`src/rtl/song_recorder_if.sv`:
```
// rtl/song_recorder_if.sv - sequential read port between the song recorder and a playback engine
interface song_recorder_if #(
  parameter int LEN_BITS = 12
);
  logic                rd_start;
  logic                rd_next;
  logic                rd_valid;
  logic [2:0]          rd_note;
  logic [1:0]          rd_oct;
  logic [LEN_BITS-1:0] rd_len;
  logic                rd_last;

  // Playback engine side: requests entries, consumes the presented fields.
  modport master (
    output rd_start, rd_next,
    input  rd_valid, rd_note, rd_oct, rd_len, rd_last
  );

  // Recorder side: serves the presented entry.
  modport slave (
    input  rd_start, rd_next,
    output rd_valid, rd_note, rd_oct, rd_len, rd_last
  );
endinterface

```
`src/rtl/song_recorder.sv`:
```
// rtl/song_recorder.sv - records key activity as (note, octave, length) entries and replays them
module song_recorder #(
  parameter int DEPTH    = 64,
  parameter int TICK_DIV = 100000,
  parameter int LEN_BITS = 12,
  parameter int MIN_LEN  = 20
) (
  input  logic                   clk_i,
  input  logic                   rst_i,
  input  logic                   en_i,
  input  logic                   clear_i,
  input  logic [6:0]             note_key_i,
  input  logic [1:0]             octave_i,
  song_recorder_if.slave         rd,
  output logic [$clog2(DEPTH):0] count_o,
  output logic                   full_o,
  output logic                   recording_o
);
  localparam int AW = $clog2(DEPTH);
  localparam int CW = AW + 1;
  localparam int PW = (TICK_DIV > 1) ? $clog2(TICK_DIV) : 1;
  localparam logic [PW-1:0]       TICK_LAST = PW'(TICK_DIV - 1);
  localparam logic [CW-1:0]       DEPTH_C   = CW'(DEPTH);
  localparam logic [LEN_BITS-1:0] MIN_L     = LEN_BITS'(MIN_LEN);

  typedef enum logic [2:0] {S_IDLE, S_WAIT, S_NOTE, S_REST, S_FULL} state_t;

  state_t              state_q, state_d;
  logic [6:0]          key_q;
  logic [1:0]          oct_s_q, oct_q;
  logic [2:0]          dec_q, dec_d;
  logic [PW-1:0]       presc_q;
  logic                tick;
  logic [LEN_BITS-1:0] len_q, len_d;
  logic [2:0]          seg_note_q, seg_note_d;
  logic [1:0]          seg_oct_q, seg_oct_d;
  logic [CW-1:0]       count_q, count_d;
  logic [CW-1:0]       ptr_q, ptr_d;
  logic                commit;
  logic                change;

  logic [2:0]          mem_note_q [DEPTH];
  logic [1:0]          mem_oct_q  [DEPTH];
  logic [LEN_BITS-1:0] mem_len_q  [DEPTH];

  logic                rd_valid_q, rd_last_q;
  logic [2:0]          rd_note_q;
  logic [1:0]          rd_oct_q;
  logic [LEN_BITS-1:0] rd_len_q;

  assign tick = (presc_q == TICK_LAST);

  // Key decode: rest for no key, 1-based index for a single key, hold on chords.
  always_comb begin
    dec_d = dec_q;
    if (key_q == 7'd0) begin
      dec_d = 3'd0;
    end else if ((key_q & (key_q - 7'd1)) == 7'd0) begin
      for (int i = 0; i < 7; i++) begin
        if (key_q[i]) dec_d = 3'(i + 1);
      end
    end
  end

  // Input registers and the free-running length prescaler.
  always_ff @(posedge clk_i) begin
    if (rst_i) begin
      key_q   <= '0;
      oct_s_q <= '0;
      oct_q   <= '0;
      dec_q   <= '0;
      presc_q <= '0;
    end else begin
      key_q   <= note_key_i;
      oct_s_q <= octave_i;
      oct_q   <= oct_s_q;
      dec_q   <= dec_d;
      presc_q <= tick ? '0 : presc_q + PW'(1);
    end
  end

  // Recording FSM: segment tracking, commit decisions, clear priority.
  always_comb begin
    state_d    = state_q;
    count_d    = count_q;
    seg_note_d = seg_note_q;
    seg_oct_d  = seg_oct_q;
    len_d      = len_q;
    commit     = 1'b0;
    change     = (dec_q != seg_note_q) || (oct_q != seg_oct_q);
    if (tick && (len_q != '1)) len_d = len_q + LEN_BITS'(1);
    case (state_q)
      S_IDLE: if (en_i) state_d = S_WAIT;
      S_WAIT: begin
        if (!en_i) begin
          state_d = S_IDLE;
        end else if (dec_q != 3'd0) begin
          state_d    = S_NOTE;
          seg_note_d = dec_q;
          seg_oct_d  = oct_q;
          len_d      = '0;
        end
      end
      S_NOTE, S_REST: begin
        if (!en_i) begin
          // A trailing rest is never stored; a trailing note is.
          state_d = S_IDLE;
          commit  = (state_q == S_NOTE) && (len_q >= MIN_L);
        end else if (change) begin
          commit     = (len_q >= MIN_L);
          seg_note_d = dec_q;
          seg_oct_d  = oct_q;
          len_d      = '0;
          state_d    = (dec_q != 3'd0) ? S_NOTE : S_REST;
        end
      end
      S_FULL: state_d = S_FULL;
      default: state_d = S_IDLE;
    endcase
    if (commit) begin
      count_d = count_q + CW'(1);
      if (count_d == DEPTH_C) state_d = S_FULL;
    end
    if (clear_i) begin
      commit  = 1'b0;
      count_d = '0;
      len_d   = '0;
      state_d = en_i ? S_WAIT : S_IDLE;
    end
  end

  // Read pointer: rewind wins over advance; advance saturates at count.
  always_comb begin
    ptr_d = ptr_q;
    if (rd.rd_start) begin
      ptr_d = '0;
    end else if (rd.rd_next) begin
      ptr_d = (ptr_q < count_q) ? ptr_q + CW'(1) : count_q;
    end
  end

  // FSM, segment and pointer state registers.
  always_ff @(posedge clk_i) begin
    if (rst_i) begin
      state_q    <= S_IDLE;
      count_q    <= '0;
      seg_note_q <= '0;
      seg_oct_q  <= '0;
      len_q      <= '0;
      ptr_q      <= '0;
    end else begin
      state_q    <= state_d;
      count_q    <= count_d;
      seg_note_q <= seg_note_d;
      seg_oct_q  <= seg_oct_d;
      len_q      <= len_d;
      ptr_q      <= ptr_d;
    end
  end

  // Entry buffer; contents are meaningless beyond count so no reset is needed.
  always_ff @(posedge clk_i) begin
    if (commit) begin
      mem_note_q[count_q[AW-1:0]] <= seg_note_q;
      mem_oct_q[count_q[AW-1:0]]  <= seg_oct_q;
      mem_len_q[count_q[AW-1:0]]  <= len_q;
    end
  end

  // Registered read outputs, zeroed when no committed entry is presented.
  always_ff @(posedge clk_i) begin
    if (rst_i) begin
      rd_valid_q <= 1'b0;
      rd_last_q  <= 1'b0;
      rd_note_q  <= '0;
      rd_oct_q   <= '0;
      rd_len_q   <= '0;
    end else begin
      rd_valid_q <= (ptr_q < count_q);
      rd_last_q  <= (ptr_q < count_q) && (ptr_q == count_q - CW'(1));
      rd_note_q  <= (ptr_q < count_q) ? mem_note_q[ptr_q[AW-1:0]] : '0;
      rd_oct_q   <= (ptr_q < count_q) ? mem_oct_q[ptr_q[AW-1:0]]  : '0;
      rd_len_q   <= (ptr_q < count_q) ? mem_len_q[ptr_q[AW-1:0]]  : '0;
    end
  end

  assign rd.rd_valid = rd_valid_q;
  assign rd.rd_last  = rd_last_q;
  assign rd.rd_note  = rd_note_q;
  assign rd.rd_oct   = rd_oct_q;
  assign rd.rd_len   = rd_len_q;
  assign count_o     = count_q;
  assign full_o      = (count_q == DEPTH_C);
  assign recording_o = (state_q == S_NOTE) || (state_q == S_REST);
endmodule

```
`src/flat_wrapper.sv`:
```
// flat-port wrapper written by rule: the top's interface ports become plain ports
module song_recorder_flat 
#(
  parameter int DEPTH    = 64,
  parameter int TICK_DIV = 100000,
  parameter int LEN_BITS = 12,
  parameter int MIN_LEN  = 20
)
  (clk_i, rst_i, en_i, clear_i, note_key_i, octave_i, count_o, full_o, recording_o, rd_rd_start, rd_rd_next, rd_rd_valid, rd_rd_note, rd_rd_oct, rd_rd_len, rd_rd_last);
  song_recorder_if #(.LEN_BITS(LEN_BITS)) rd_i ();
  input  logic clk_i;
  input  logic rst_i;
  input  logic en_i;
  input  logic clear_i;
  input  logic [6:0] note_key_i;
  input  logic [1:0] octave_i;
  output logic [$clog2(DEPTH):0] count_o;
  output logic full_o;
  output logic recording_o;
  input wire logic [$bits(rd_i.rd_start)-1:0] rd_rd_start;
  input wire logic [$bits(rd_i.rd_next)-1:0] rd_rd_next;
  output wire logic [$bits(rd_i.rd_valid)-1:0] rd_rd_valid;
  output wire logic [$bits(rd_i.rd_note)-1:0] rd_rd_note;
  output wire logic [$bits(rd_i.rd_oct)-1:0] rd_rd_oct;
  output wire logic [$bits(rd_i.rd_len)-1:0] rd_rd_len;
  output wire logic [$bits(rd_i.rd_last)-1:0] rd_rd_last;
  assign rd_i.rd_start = rd_rd_start;
  assign rd_i.rd_next = rd_rd_next;
  assign rd_rd_valid = rd_i.rd_valid;
  assign rd_rd_note = rd_i.rd_note;
  assign rd_rd_oct = rd_i.rd_oct;
  assign rd_rd_len = rd_i.rd_len;
  assign rd_rd_last = rd_i.rd_last;
  song_recorder #(.DEPTH(DEPTH), .TICK_DIV(TICK_DIV), .LEN_BITS(LEN_BITS), .MIN_LEN(MIN_LEN)) u_core (.clk_i(clk_i), .rst_i(rst_i), .en_i(en_i), .clear_i(clear_i), .note_key_i(note_key_i), .octave_i(octave_i), .rd(rd_i), .count_o(count_o), .full_o(full_o), .recording_o(recording_o));
endmodule
```
`config.mk`:
```
export PLATFORM = sky130hd
export DESIGN_NAME = song_recorder_flat
export DESIGN_NICKNAME = d
export VERILOG_FILES = /design/src/rtl/song_recorder_if.sv /design/src/rtl/song_recorder.sv /design/src/flat_wrapper.sv
export SDC_FILE = /design/constraint.sdc
export NUM_CORES = 1
export LEC_CHECK = 0
export ABC_AREA = 0
export CORE_ASPECT_RATIO = 1.4
export CORE_UTILIZATION = 45
export CTS_CLUSTER_DIAMETER = 60
export CTS_CLUSTER_SIZE = 40
export DETAILED_ROUTE_END_ITERATION = 16
export GPL_TIMING_DRIVEN = 1
export HOLD_SLACK_MARGIN = 0.05
export SETUP_SLACK_MARGIN = 0.1
export SLEW_MARGIN = 15
export SYNTH_ARGS = -nofsm -noshare
export SYNTH_HDL_FRONTEND = slang
export SYNTH_SLANG_ARGS = --single-unit
```
`constraint.sdc`:
```
create_clock -name clk_i -period 3.4 [get_ports clk_i]
set_input_delay 0.34 -clock clk_i [delete_from_list [all_inputs] [get_ports clk_i]]
set_output_delay 0.34 -clock clk_i [all_outputs]
set_load 0.02 [all_outputs]
```
==> flow_metrics.tcl <==
set metrics [dict create \
    ys_warn_count 0 \
    r2r_cells 7 \
    synth.yosys.seq_area_share_pct 75.1 \
    cpMostUsedCell "buf_4" \
    holdCritPathClass "primary input to flop" \
    min_period_ns 3.28 \
    end_kind "flop" \
    final_cell_mix "edfxtp_1 (1088), mux4_2 (182), nor2_1 (153)" \
    track_usage_pct 22.3 \
    io_pins 43 \
    place_area_um2 48500 \
    yosys.cell_types.count 73 \
    dieWidth_um 271 \
    ys_ff_latch 1172 \
    insertion_delay_ns 0.68 \
    antenna_found_initial 3 \
    synth_edf_count 1088 \
    start_kind "flop" \
    clkSinkCount 1172 \
    wirelength_mm 114 \
    p_per_area_nw_per_um2 479 \
    drv_cap 0 \
    grt_max_degree 70 \
    finish.instance_area_um2 50400 \
    hold_start "note_key_i[4]" \
    min_period_over_period_pct 96.6 \
    rsz0062_at_grt "no" \
    clockRootBuffer "clkbuf_16" \
    viasPerCell 5.95 \
    place_hpwl_mm 73.1 \
    netlist_area_um2 45700 \
    cts_buffer_depth 3 \
    drcViolationCount 0 \
    status "complete, no violations" \
    crit_slowest_cell "nor4_1" \
    setup_viol 0 \
    reg2reg_from "u_core.ptr_q[3]$_SDFFE_PP0P_" \
    final-hold-violation-count 0 \
    cts_resized 0 \
    skew_ns 0.0492 \
    worstPathCellList "buf_4, or3b_2, buf_4, o221ai_1, nor4_1, a21oi_1, nor2_1" \
    layout.nets 2515 \
    slew_viol_final 0 \
    drive_above_1_share_pct 20.0 \
    core-area_um2 101000 \
    crit_type "flop to flop" \
    gp_congestion 0.908 \
    worst_pin_slew_ns 1.37 \
    drt-initial-drc-count 2345 \
    cellLeakagePower_nw 15.6 \
    grt_pass1_vias 22913 \
    holdBufCountCts 0 \
    cp.required_ns 4.01 \
    grt_overflow_total 0 \
    start_util_pct 45.4 \
    fmax_mhz 304 \
    synth-async-reset-ratio_pct 0 \
    min_to "u_core.key_q[4]$_SDFF_PP0_" \
    synth_ff_type "edfxtp_1" \
    grt_pass1_wl_mm 164 \
    cp.arrival_ns 3.90 \
    cts_tree "done" \
    hold_slack_ns 0.229 \
    antenna_cells 0 \
    drtPass1Iterations 6 \
    rrSetupSlack_ns 0.12 \
    tns_ns 0 \
    mostFrequentLayoutCell "edfxtp_1" \
    cp_max_fo 18 \
    die_h_um 379 \
    wl_per_cell_um 29.6 \
    syn_inst 2342 \
    max_stage_delay_ns 1.07 \
    ir_worst_vdd_v 0.000390 \
    final_util_pct 50.0 \
    area_growth_pct 10.2 \
    portBuffers 42 \
    ant_nets 0 \
    syn_area_per_cell_um2 19.5 \
    slew-limit-headroom_pct 7.85 \
    htreeDepth 2 \
    path_clk_slew_ns 0.12 \
    dr_total_vias 22913 \
    dieArea_um2 103000 \
    worstReg2RegEnd "u_core.rd.rd_len[0]$_SDFF_PP0_" \
    rows 138 \
    synthesis.nets 2371 \
    hold_depth 2 \
    cts_buffers 48 \
    post_cts_buffers 0 \
]
## cell type report
type | instances | area, um^2
fill | 8143 | 50400
clock buffer | 54 | 1240
timing repair buffer | 211 | 1910
multi-input combinational | 1034 | 10500
inverter | 19 | 71.3
tap | 1330 | 1660
sequential | 1172 | 34400
clock inverter | 34 | 651
## cells in the mapped netlist, drive strengths merged, types with 6 or more instances
library cell  count  area, um^2
a21oi            43         215
a22oi            53         408
and3             13        81.3
buf              87         802
clkbuf           30         116
dfxtp            84        1680
edfxtp         1088       32700
ha               14         175
inv              19        71.3
mux2              7        78.8
mux2i           131        1310
mux4            212        4890
nand2            40         153
nand2b            6        37.5
nand3            31         160
nand4             9        56.3
nor2            170         638
nor2b            19         119
nor3             32         170
nor4             14         103
o211ai           11        82.6
o21ai            21         105
o221ai           17         149
o22ai            64         400
or3              10        72.6
or4               9        67.6
xnor2            24         210
xor2             17         149
## worst max-delay path, delay by kind of cell (launching register included)
kind,cells,cell delay [ns]
AOI/OAI and AO/OA,2,0.36
buffers and inverters,2,0.62
and+or+nand+nor,3,1.57
DFF,1,0.65
## worst max path at each step
stage | from | endpoint | slack, ns
3_5_place_dp | en_i | u_core.mem_len_q[24][10]$_DFFE_PP_ | 0.12
6_report | u_core.ptr_q[3]$_SDFFE_PP0P_ | u_core.rd.rd_len[0]$_SDFF_PP0_ | 0.12
4_1_cts | u_core.ptr_q[0]$_SDFFE_PP0P_ | u_core.rd.rd_len[5]$_SDFF_PP0_ | 0.14
2_1_floorplan | u_core.len_q[8]$_SDFF_PP0_ | u_core.mem_len_q[61][0]$_DFFE_PP_ | 0.25
3_3_place_gp | en_i | u_core.mem_len_q[24][10]$_DFFE_PP_ | 0.07
5_1_grt | u_core.ptr_q[0]$_SDFFE_PP0P_ | u_core.rd.rd_len[5]$_SDFF_PP0_ | 0.14
## cell families (layout without fill, tap and decap cells)
group | Yosys count | count (layout) | share of synthesized area, %
flops | 1172 | 1172 | 75.1
buf+inv | 136 | 318 | 2.16
simple gates | 382 | 382 | 4.16
xor+xnor | 41 | 41 | 0.785
mux | 350 | 350 | 13.7
compound gates | 247 | 247 | 3.69
fa+ha+maj | 14 | 14 | 0.383
## report_power, final
part	switching (W)	internal, W
clock	0.00493	0.00319
sequential	0.0000272	0.0155
combinational	0.000274	0.000193
total	0.00523	0.0189
## flip-flops by register name, summed over array words and instances (netlist names), 7 cells and up
register           count
u_core.mem_len_q     768
u_core.mem_note_q    192
u_core.mem_oct_q     128
u_core.presc_q        17
u_core.len_q          12
u_core.rd.rd_len      12
u_core.count_o         7
u_core.key_q           7
u_core.ptr_q           7
## metrics by stage
step	total power [W]	worst slack (ns)	std cells
2_1_floorplan	0.0162	0.247	2342
4_1_cts	0.0243	0.139	3854
6_report	0.0242	0.116	3854
5_1_grt	0.0248	0.145	3854
3_3_place_gp	0.0163	0.0727	3766
3_5_place_dp	0.0164	0.124	3766
## routing by layer
| metal | routed length (um) | part of all wire (%) | GRT usage (%) | vias to the layer above |
|---|---|---|---|---|
| met5 | 21 | 0.018 | 0 | - |
| met4 | 4550 | 4.0 | 8.06 | 2 |
| met3 | 6010 | 5.3 | 2.72 | 167 |
| met2 | 60500 | 53 | 40.0 | 764 |
| met1 | 43200 | 38 | 27.5 | 12168 |
| li1 | - | - | - | 9812 |
(Power assumes the default switching activity.)
